File: src/rtl/stream_tx_if.sv
// FX3 slave-FIFO write-side bus plus the local show-ahead FIFO read port.
interface stream_tx_if;
  logic        FLAGA;
  logic        rdempty;
  logic [31:0] q;
  logic        rdreq;
  logic        SLCS;
  logic        SLWR;
  logic        SLOE;
  logic        SLRD;
  logic        PKTEND;
  logic        A1;
  logic        A0;
  logic [31:0] DQ_out;
  logic        DQ_oe;

  modport master (
    input  FLAGA, rdempty, q,
    output rdreq, SLCS, SLWR, SLOE, SLRD, PKTEND, A1, A0, DQ_out, DQ_oe
  );

  modport slave (
    output FLAGA, rdempty, q,
    input  rdreq, SLCS, SLWR, SLOE, SLRD, PKTEND, A1, A0, DQ_out, DQ_oe
  );
endinterface

File: src/rtl/stream_tx.sv
// Streams local FIFO words into the FX3 write socket in BURST_LEN-word bursts; strobes registered, rdreq combinational.
// Optional short-packet commit after PKT_TIMEOUT starved cycles: define STREAM_TX_PKTEND_EN.
module stream_tx #(
  parameter int BURST_LEN   = 1024,
  parameter int PKT_TIMEOUT = 64
) (
  input  logic        clk,
  input  logic        rst,
  input  logic        DATA_DIR,
  stream_tx_if.master bus,
  output logic [15:0] usb_wr_cnt,
  output logic [2:0]  usb_wr_state,
  output logic        burst_done
);

  typedef enum logic [2:0] {
    S_IDLE   = 3'd0,
    S_SETUP  = 3'd1,
    S_SELECT = 3'd2,
    S_BURST  = 3'd3,
    S_SHORT  = 3'd4,
    S_END    = 3'd5
  } state_t;

  state_t     state;
  state_t     nxt;
  logic [1:0] setup_cnt;
  logic       room;
  logic       wr_en;
  logic       starved;

  assign room      = (usb_wr_cnt < 16'(BURST_LEN));
  assign wr_en     = !rst && DATA_DIR && (state == S_BURST) && bus.FLAGA && !bus.rdempty && room;
  assign bus.rdreq = wr_en;
  assign usb_wr_state = state;

`ifdef STREAM_TX_PKTEND_EN
  logic [15:0] empty_cnt;

  assign starved = (state == S_BURST) && (usb_wr_cnt != 16'd0) && bus.rdempty &&
                   (empty_cnt == 16'(PKT_TIMEOUT - 1));

  always_ff @(posedge clk) begin
    if (rst || state != S_BURST || usb_wr_cnt == 16'd0 || !bus.rdempty) begin
      empty_cnt <= 16'd0;
    end else if (!starved) begin
      empty_cnt <= empty_cnt + 16'd1;
    end
  end
`else
  logic unused_timeout;

  assign starved        = 1'b0;
  assign unused_timeout = (PKT_TIMEOUT > 0);
`endif

  always_comb begin
    nxt = state;
    // Losing write ownership aborts from anywhere, ahead of any other transition.
    if (state != S_IDLE && !DATA_DIR) begin
      nxt = S_IDLE;
    end else begin
      case (state)
        S_IDLE:   if (DATA_DIR) nxt = S_SETUP;
        S_SETUP:  if (setup_cnt == 2'd3) nxt = S_SELECT;
        S_SELECT: nxt = S_BURST;
        S_BURST: begin
          if (!room)        nxt = S_END;
          else if (starved) nxt = S_SHORT;
        end
        S_SHORT:  nxt = S_END;
        S_END:    nxt = S_SETUP;
        default:  nxt = S_IDLE;
      endcase
    end
  end

  always_ff @(posedge clk) begin
    if (rst) begin
      state      <= S_IDLE;
      setup_cnt  <= 2'd0;
      bus.SLCS   <= 1'b1;
      bus.SLWR   <= 1'b1;
      bus.SLOE   <= 1'b1;
      bus.SLRD   <= 1'b1;
      bus.PKTEND <= 1'b1;
      bus.A1     <= 1'b0;
      bus.A0     <= 1'b0;
      bus.DQ_out <= 32'd0;
      bus.DQ_oe  <= 1'b0;
      usb_wr_cnt <= 16'd0;
      burst_done <= 1'b0;
    end else begin
      state      <= nxt;
      setup_cnt  <= (state == S_SETUP) ? setup_cnt + 2'd1 : 2'd0;
      bus.SLCS   <= !(nxt inside {S_SELECT, S_BURST, S_SHORT, S_END});
      bus.DQ_oe  <= (nxt inside {S_SELECT, S_BURST, S_SHORT, S_END});
      bus.SLWR   <= !wr_en;
      bus.SLOE   <= 1'b1;
      bus.SLRD   <= 1'b1;
      bus.PKTEND <= (nxt != S_SHORT);
      bus.A1     <= 1'b0;
      bus.A0     <= 1'b0;
      burst_done <= (nxt == S_END);
      // The popped word lands on the bus with its SLWR strobe one cycle later.
      if (wr_en) begin
        bus.DQ_out <= bus.q;
        usb_wr_cnt <= usb_wr_cnt + 16'd1;
      end else if (nxt == S_SETUP) begin
        usb_wr_cnt <= 16'd0;
      end
    end
  end

endmodule

File: src/flat_wrapper.sv
// flat-port wrapper written by rule: the top's interface ports become plain ports
module stream_tx_flat 
#(
  parameter int BURST_LEN   = 1024,
  parameter int PKT_TIMEOUT = 64
)
  (clk, rst, DATA_DIR, usb_wr_cnt, usb_wr_state, burst_done, bus_FLAGA, bus_rdempty, bus_q, bus_rdreq, bus_SLCS, bus_SLWR, bus_SLOE, bus_SLRD, bus_PKTEND, bus_A1, bus_A0, bus_DQ_out, bus_DQ_oe);
  stream_tx_if bus_i ();
  input  logic clk;
  input  logic rst;
  input  logic DATA_DIR;
  output logic [15:0] usb_wr_cnt;
  output logic [2:0] usb_wr_state;
  output logic burst_done;
  input wire logic [$bits(bus_i.FLAGA)-1:0] bus_FLAGA;
  input wire logic [$bits(bus_i.rdempty)-1:0] bus_rdempty;
  input wire logic [$bits(bus_i.q)-1:0] bus_q;
  output wire logic [$bits(bus_i.rdreq)-1:0] bus_rdreq;
  output wire logic [$bits(bus_i.SLCS)-1:0] bus_SLCS;
  output wire logic [$bits(bus_i.SLWR)-1:0] bus_SLWR;
  output wire logic [$bits(bus_i.SLOE)-1:0] bus_SLOE;
  output wire logic [$bits(bus_i.SLRD)-1:0] bus_SLRD;
  output wire logic [$bits(bus_i.PKTEND)-1:0] bus_PKTEND;
  output wire logic [$bits(bus_i.A1)-1:0] bus_A1;
  output wire logic [$bits(bus_i.A0)-1:0] bus_A0;
  output wire logic [$bits(bus_i.DQ_out)-1:0] bus_DQ_out;
  output wire logic [$bits(bus_i.DQ_oe)-1:0] bus_DQ_oe;
  assign bus_i.FLAGA = bus_FLAGA;
  assign bus_i.rdempty = bus_rdempty;
  assign bus_i.q = bus_q;
  assign bus_rdreq = bus_i.rdreq;
  assign bus_SLCS = bus_i.SLCS;
  assign bus_SLWR = bus_i.SLWR;
  assign bus_SLOE = bus_i.SLOE;
  assign bus_SLRD = bus_i.SLRD;
  assign bus_PKTEND = bus_i.PKTEND;
  assign bus_A1 = bus_i.A1;
  assign bus_A0 = bus_i.A0;
  assign bus_DQ_out = bus_i.DQ_out;
  assign bus_DQ_oe = bus_i.DQ_oe;
  stream_tx #(.BURST_LEN(BURST_LEN), .PKT_TIMEOUT(PKT_TIMEOUT)) u_core (.clk(clk), .rst(rst), .DATA_DIR(DATA_DIR), .bus(bus_i), .usb_wr_cnt(usb_wr_cnt), .usb_wr_state(usb_wr_state), .burst_done(burst_done));
endmodule
File: config.mk
export PLATFORM = sky130hd
export DESIGN_NAME = stream_tx_flat
export DESIGN_NICKNAME = d
export VERILOG_FILES = /design/src/rtl/stream_tx_if.sv /design/src/rtl/stream_tx.sv /design/src/flat_wrapper.sv
export SDC_FILE = /design/constraint.sdc
export NUM_CORES = 1
export LEC_CHECK = 0
export BUFFER_PORTS_ARGS = -buffer_cell sky130_fd_sc_hd__buf_4
export CELL_PAD_IN_SITES_DETAIL_PLACEMENT = 1
export CELL_PAD_IN_SITES_GLOBAL_PLACEMENT = 1
export CORE_MARGIN = 4
export CORE_UTILIZATION = 33
export DETAILED_ROUTE_END_ITERATION = 10
export PLACE_DENSITY_LB_ADDON = 0.1
export SYNTH_ARGS = -nofsm -noshare
export SYNTH_HDL_FRONTEND = slang
export SYNTH_SLANG_ARGS = --single-unit
File: constraint.sdc
create_clock -name clk -period 3 [get_ports clk]
set_clock_uncertainty 0.1 [all_clocks]
set_input_delay 0.6 -clock clk [delete_from_list [all_inputs] [get_ports clk]]
set_output_delay 0.6 -clock clk [all_outputs]
set_load 0.02 [all_outputs]
==> impl_metrics.json, run 1 <==
{
  "start_util_pct": 34.54,
  "worstSetupEndpointType": "output port",
  "syn_to_final_growth_pct": 41.33,
  "seq_area_um2": 1161,
  "p_int_uw": 1146,
  "synth_most_common_cell": "nand2_1",
  "worstPathArrival_ns": 2.06,
  "drive_above_1_share_pct": 32.87,
  "grt_max_degree": 48,
  "core.rowCount": 29,
  "setup_ws_ns": 0.2386,
  "multi_input_area_um2": 962.2,
  "layout.cells.non_filler": 436,
  "period_share_pct": 92.05,
  "diodes": 0,
  "drt_first_pass_iters": 4,
  "postCtsSetupBuffers": 0,
  "synth_largest_area_cell": "dfxtp_1",
  "placed_cells": 421,
  "first_iter_violations": 49,
  "synth_top_area_share_pct": 52.05,
  "clockRootBuffer": "clkbuf_8",
  "final_area_um2": 3153,
  "clock_power_share_pct": 42.7,
  "synth_edf_count": 0,
  "drv_slew": 0,
  "switchingPower_uw": 321.8,
  "yosys.cell_types.count": 45,
  "p_leak_uw": 0.001321,
  "ir_drop_v": 0.0002888,
  "cap_violations": 0,
  "p_seq_share_pct": 52.8,
  "synthArstFlopShare_pct": 0,
  "grt_pass1_wl_um": 10360,
  "cts_tree": "yes",
  "antenna_found_initial": 0,
  "synth_ff_type": "dfxtp_1",
  "pwr-share-comb_pct": 4.6,
  "syn_area_per_cell_um2": 8.482,
  "h-tree-depth": 3,
  "min_path_type": "flip-flop to flip-flop",
  "num_vias": 2117,
  "die_area_um2": 8140,
  "io_buffers": 93,
  "finalHoldViolCount": 0,
  "rsz0062_at_grt": "false",
  "netSwitchingFraction_pct": 21.93,
  "synth_seq_area_share_pct": 52.05,
  "start_kind": "flip-flop",
  "outcome": "finished clean",
  "finalNetCount": 394,
  "place_congestion": 0.7142,
  "placed_area_um2": 2983,
  "die_w_um": 90.22,
  "yosysWarnings": 0,
  "path_max_fanout": 3,
  "core_um2": 6459,
  "ys_seq_elements": 58,
  "grt-ovfl-total": 0,
  "drc": 0,
  "period_needed_ns": 2.761,
  "netlist_top_cells_area": "dfxtp_1 (52%), nand2_1 (12%), a21oi_1 (8.1%), nand2b_1 (1.7%), clkbuf_1 (1.5%)",
  "p_per_area_nw_per_um2": 465.4,
  "cts_buffer_depth": 2,
  "cts_sinks": 58,
  "setup_viol": 0,
  "clk_latency_ns": 0.32,
  "io_pins": 98,
  "cts_resized": 0,
  "place_ws_ns": 0.2116,
  "clkSlewWorstSetupHoldPaths_ns": 0.06,
  "wl_um": 6169,
  "ant_nets": 0,
  "grt_pass1_vias": 2169,
  "crit_required_ns": 2.30,
  "max_freq_mhz": 362.1,
  "via_per_inst": 4.856,
  "routedWlPerCell_um": 14.15,
  "ctsHoldBuffers": 0,
  "fillers": 788,
  "die_h_um": 90.22,
  "netlist_top_cells_count": "nand2_1 (72), dfxtp_1 (58), a21oi_1 (36)",
  "setup_tns_ns": 0,
  "cts_buffers": 9,
  "netlist_instances": 263,
  "synthesis.area_um2": 2231,
  "grt_usage_pct": 15.46,
  "crit_type": "flip-flop to output port",
  "dp_hpwl_um": 4292
}
metal layers:
metal	wire (um)	track usage, %	up-vias	part of all wire (%)
met5	0	0	-	0
met4	45	4.337	0	0.73
met1	2572	17.88	979	42
met3	544	7.262	7	8.8
met2	3007	25.58	62	49
li1	-	-	1069	-
registers in the layout (all words and copies together), names as in the netlist:
name / cells
u_core.bus.DQ_out: 32
u_core.usb_wr_cnt: 16
u_core.usb_wr_state: 3
u_core.setup_cnt: 2
u_core.burst_done: 1
u_core.bus.DQ_oe: 1
u_core.bus.PKTEND: 1
u_core.bus.SLCS: 1
u_core.bus.SLWR: 1
power groups by stage:
stage | combinational, uW | sequential, uW | clock (uW)
6_report | 67.2 | 774 | 626
5_1_grt | 72.7 | 774 | 684
4_1_cts | 68.3 | 774 | 651
3_5_place_dp | 68.0 | 791 | 0
3_3_place_gp | 67.4 | 791 | 0
2_1_floorplan | 24.9 | 793 | 0
metrics by stage:
step                hold slack (ns)  total power [uW]  util (%)
floorplan                    0.3053             817.7         -
global placement             0.3165             858.8     46.18
detailed placement           0.3234             859.4     46.18
CTS                          0.3320              1493     48.82
global route                 0.3559              1531     48.82
finish                       0.3301              1467     48.82
cell usage in the layout, fill, tap and decap left out, drive strengths merged, types with 3 or more instances in the layout:
master,instances
buf,98
inv,4
and2,5
nand2b,6
or4,5
nand3,5
nand2,72
dfxtp,58
or2,3
clkbuf,12
nand3b,3
nor2,7
nor2b,3
a21oi,36
clkinv,3
conb,5
nand4b,3
nand4,4
cell type report:
type / count / area share, %
Multi-Input combinational cell: 184 / 30.52
Timing Repair Buffer: 98 / 23.73
Inverter: 4 / 0.4762
Clock buffer: 12 / 4.921
Clock inverter: 3 / 0.4762
Tap cell: 77 / 3.056
Sequential cell: 58 / 36.83
path summary, 6_finish.rpt:
check | from | end | slack [ns] | depth (start not counted)
worst max register to register | u_core.usb_wr_cnt[10] | u_core.usb_wr_cnt[7] | 0.48 | 5
worst min register to register | u_core.setup_cnt[0] | u_core.setup_cnt[0] | 0.33 | 1
worst max-delay path | u_core.usb_wr_cnt[10] | bus_rdreq | 0.24 | 4
worst min-delay path | u_core.setup_cnt[0] | u_core.setup_cnt[0] | 0.33 | 1
logic make-up after synthesis:
group                      count (synthesis)  share of synthesized area [%]
AOI/OAI and AO/OA                         51                          13.12
buffers and inverters                     24                          5.327
adders and majority gates                  2                          1.122
other                                      2                         0.3366
muxes                                      1                         0.4487
and+or+nand+nor                          125                          27.59
DFF                                       58                          52.05
critical path, cell delays in order, from the launching register on:
cell     delay, ns
dfxtp_1       0.32
or4_4         0.55
or4_4         0.54
inv_1         0.15
buf_4         0.18
No activity file was read; power rests on OpenSTA's default activity.
==> inputs of run 2 (changes only) <==
- REMOVE_ABC_BUFFERS: not set -> 1
==> run 2 against run 1 <==
Net effect: hold slack better by 0.0070 ns; global-route usage rose by 0.29 points; sequential power about the same; highest routed layer unchanged; non-clock buffer count is the same; core utilization grew 0.52 points; count of clock-buffer cells in the layout increased by 1; worst setup slack worse by 0.064 ns.
==> impl_metrics.json, run 2 (synthesized netlist as in run 1, its figures left out) <==
{
  "period_share_pct": 94.17,
  "p_leak_uw": 0.001334,
  "diodes": 0,
  "first_iter_violations": 61,
  "place_congestion": 0.7398,
  "die_h_um": 90.22,
  "outcome": "finished clean",
  "worstPathArrival_ns": 2.13,
  "drc": 0,
  "finalNetCount": 394,
  "wl_um": 6436,
  "ant_nets": 0,
  "ff2ff_path_depth": 5,
  "placed_area_um2": 2983,
  "clk_latency_ns": 0.32,
  "top_register": "u_core.bus.DQ_out",
  "worstSetupEndpointType": "output port",
  "place_ws_ns": 0.2416,
  "grt-ovfl-total": 0,
  "final_area_um2": 3187,
  "r2r_setup_slack_ns": 0.50,
  "grt_pass1_vias": 2126,
  "start_kind": "flip-flop",
  "postCtsSetupBuffers": 0,
  "clockRootBuffer": "clkbuf_8",
  "ir_drop_v": 0.0002718,
  "h-tree-depth": 3,
  "final_common_cell": "buf_4",
  "clkSlewWorstSetupHoldPaths_ns": 0.06,
  "min_path_cells": 1,
  "setup_ws_ns": 0.1748,
  "cts_buffer_depth": 2,
  "core.rowCount": 29,
  "rsz0062_at_grt": "false",
  "io_buffers": 93,
  "min_path_type": "flip-flop to flip-flop",
  "cts_buffers": 9,
  "die_area_um2": 8140,
  "cts_resized": 0,
  "cts_sinks": 58,
  "setup_viol": 0,
  "drt_first_pass_iters": 3,
  "final_util_pct": 49.34,
  "antenna_found_initial": 0,
  "largest_reg_flops": 32,
  "drv_slew": 0,
  "period_needed_ns": 2.825,
  "fillers": 791,
  "core_um2": 6459,
  "layout.cells.non_filler": 436,
  "start_util_pct": 34.54,
  "grt_max_degree": 48,
  "holdWs_ns": 0.3371,
  "num_vias": 2152,
  "die_w_um": 90.22,
  "path_max_fanout": 11,
  "placed_cells": 421,
  "io_pins": 98,
  "cap_violations": 0,
  "drive_above_1_share_pct": 32.87,
  "dp_hpwl_um": 4619,
  "p_per_area_nw_per_um2": 494.5,
  "grt_pass1_wl_um": 10610,
  "cts_tree": "yes",
  "mostFrequentLayoutCells": "buf_4 (97), nand2_1 (72), dfxtp_1 (58), a21oi_1 (36), clkbuf_8 (12)",
  "crit_type": "flip-flop to output port",
  "crit_required_ns": 2.30,
  "grt_usage_pct": 15.75,
  "finalHoldViolCount": 0,
  "routedWlPerCell_um": 14.76,
  "syn_to_final_growth_pct": 42.85,
  "ctsHoldBuffers": 0,
  "via_per_inst": 4.936,
  "max_freq_mhz": 354.0
}
run 2: area by class of cell:
class / instances / area [um2] / share of cell area, %
Sequential cell: 58 / 1161 / 36.43
Multi-Input combinational cell: 184 / 962.2 / 30.19
Timing Repair Buffer: 98 / 748.2 / 23.48
Clock buffer: 13 / 168.9 / 5.300
Tap cell: 77 / 96.34 / 3.023
Clock inverter: 2 / 35.03 / 1.099
Inverter: 4 / 15.01 / 0.4711
run 2: through the flow:
step                      total power, uW  TNS, ns
after floorplan                     806.1  -0.2376
after global placement              861.1        0
after detailed placement            861.3        0
after CTS                            1605        0
after global routing                 1640        0
final                                1576        0
run 2: layer usage:
layer	track usage (%)	wire length, um
met2	24.14	2864
met5	0	0
met4	5.740	82
met1	20.79	3093
met3	4.925	395
run 2: worst max-delay path, cell delays in order (launching register included):
cell,delay [ns]
dfxtp_1,0.33
or4_4,0.55
or4_4,0.61
inv_1,0.15
buf_4,0.16
run 2: worst paths after layout:
| path | startpoint | end |
|---|---|---|
| setup / recovery | u_core.usb_wr_cnt[10] | bus_rdreq |
| hold reg to reg | u_core.setup_cnt[0] | u_core.setup_cnt[0] |
| hold / removal | u_core.setup_cnt[0] | u_core.setup_cnt[0] |
| setup reg to reg | u_core.usb_wr_cnt[10] | u_core.usb_wr_cnt[9] |
run 2: power breakdown:
group	switching, uW	internal, uW
sequential	2.41	772
clock	286	446
combinational	31.2	37.5
total	320	1260
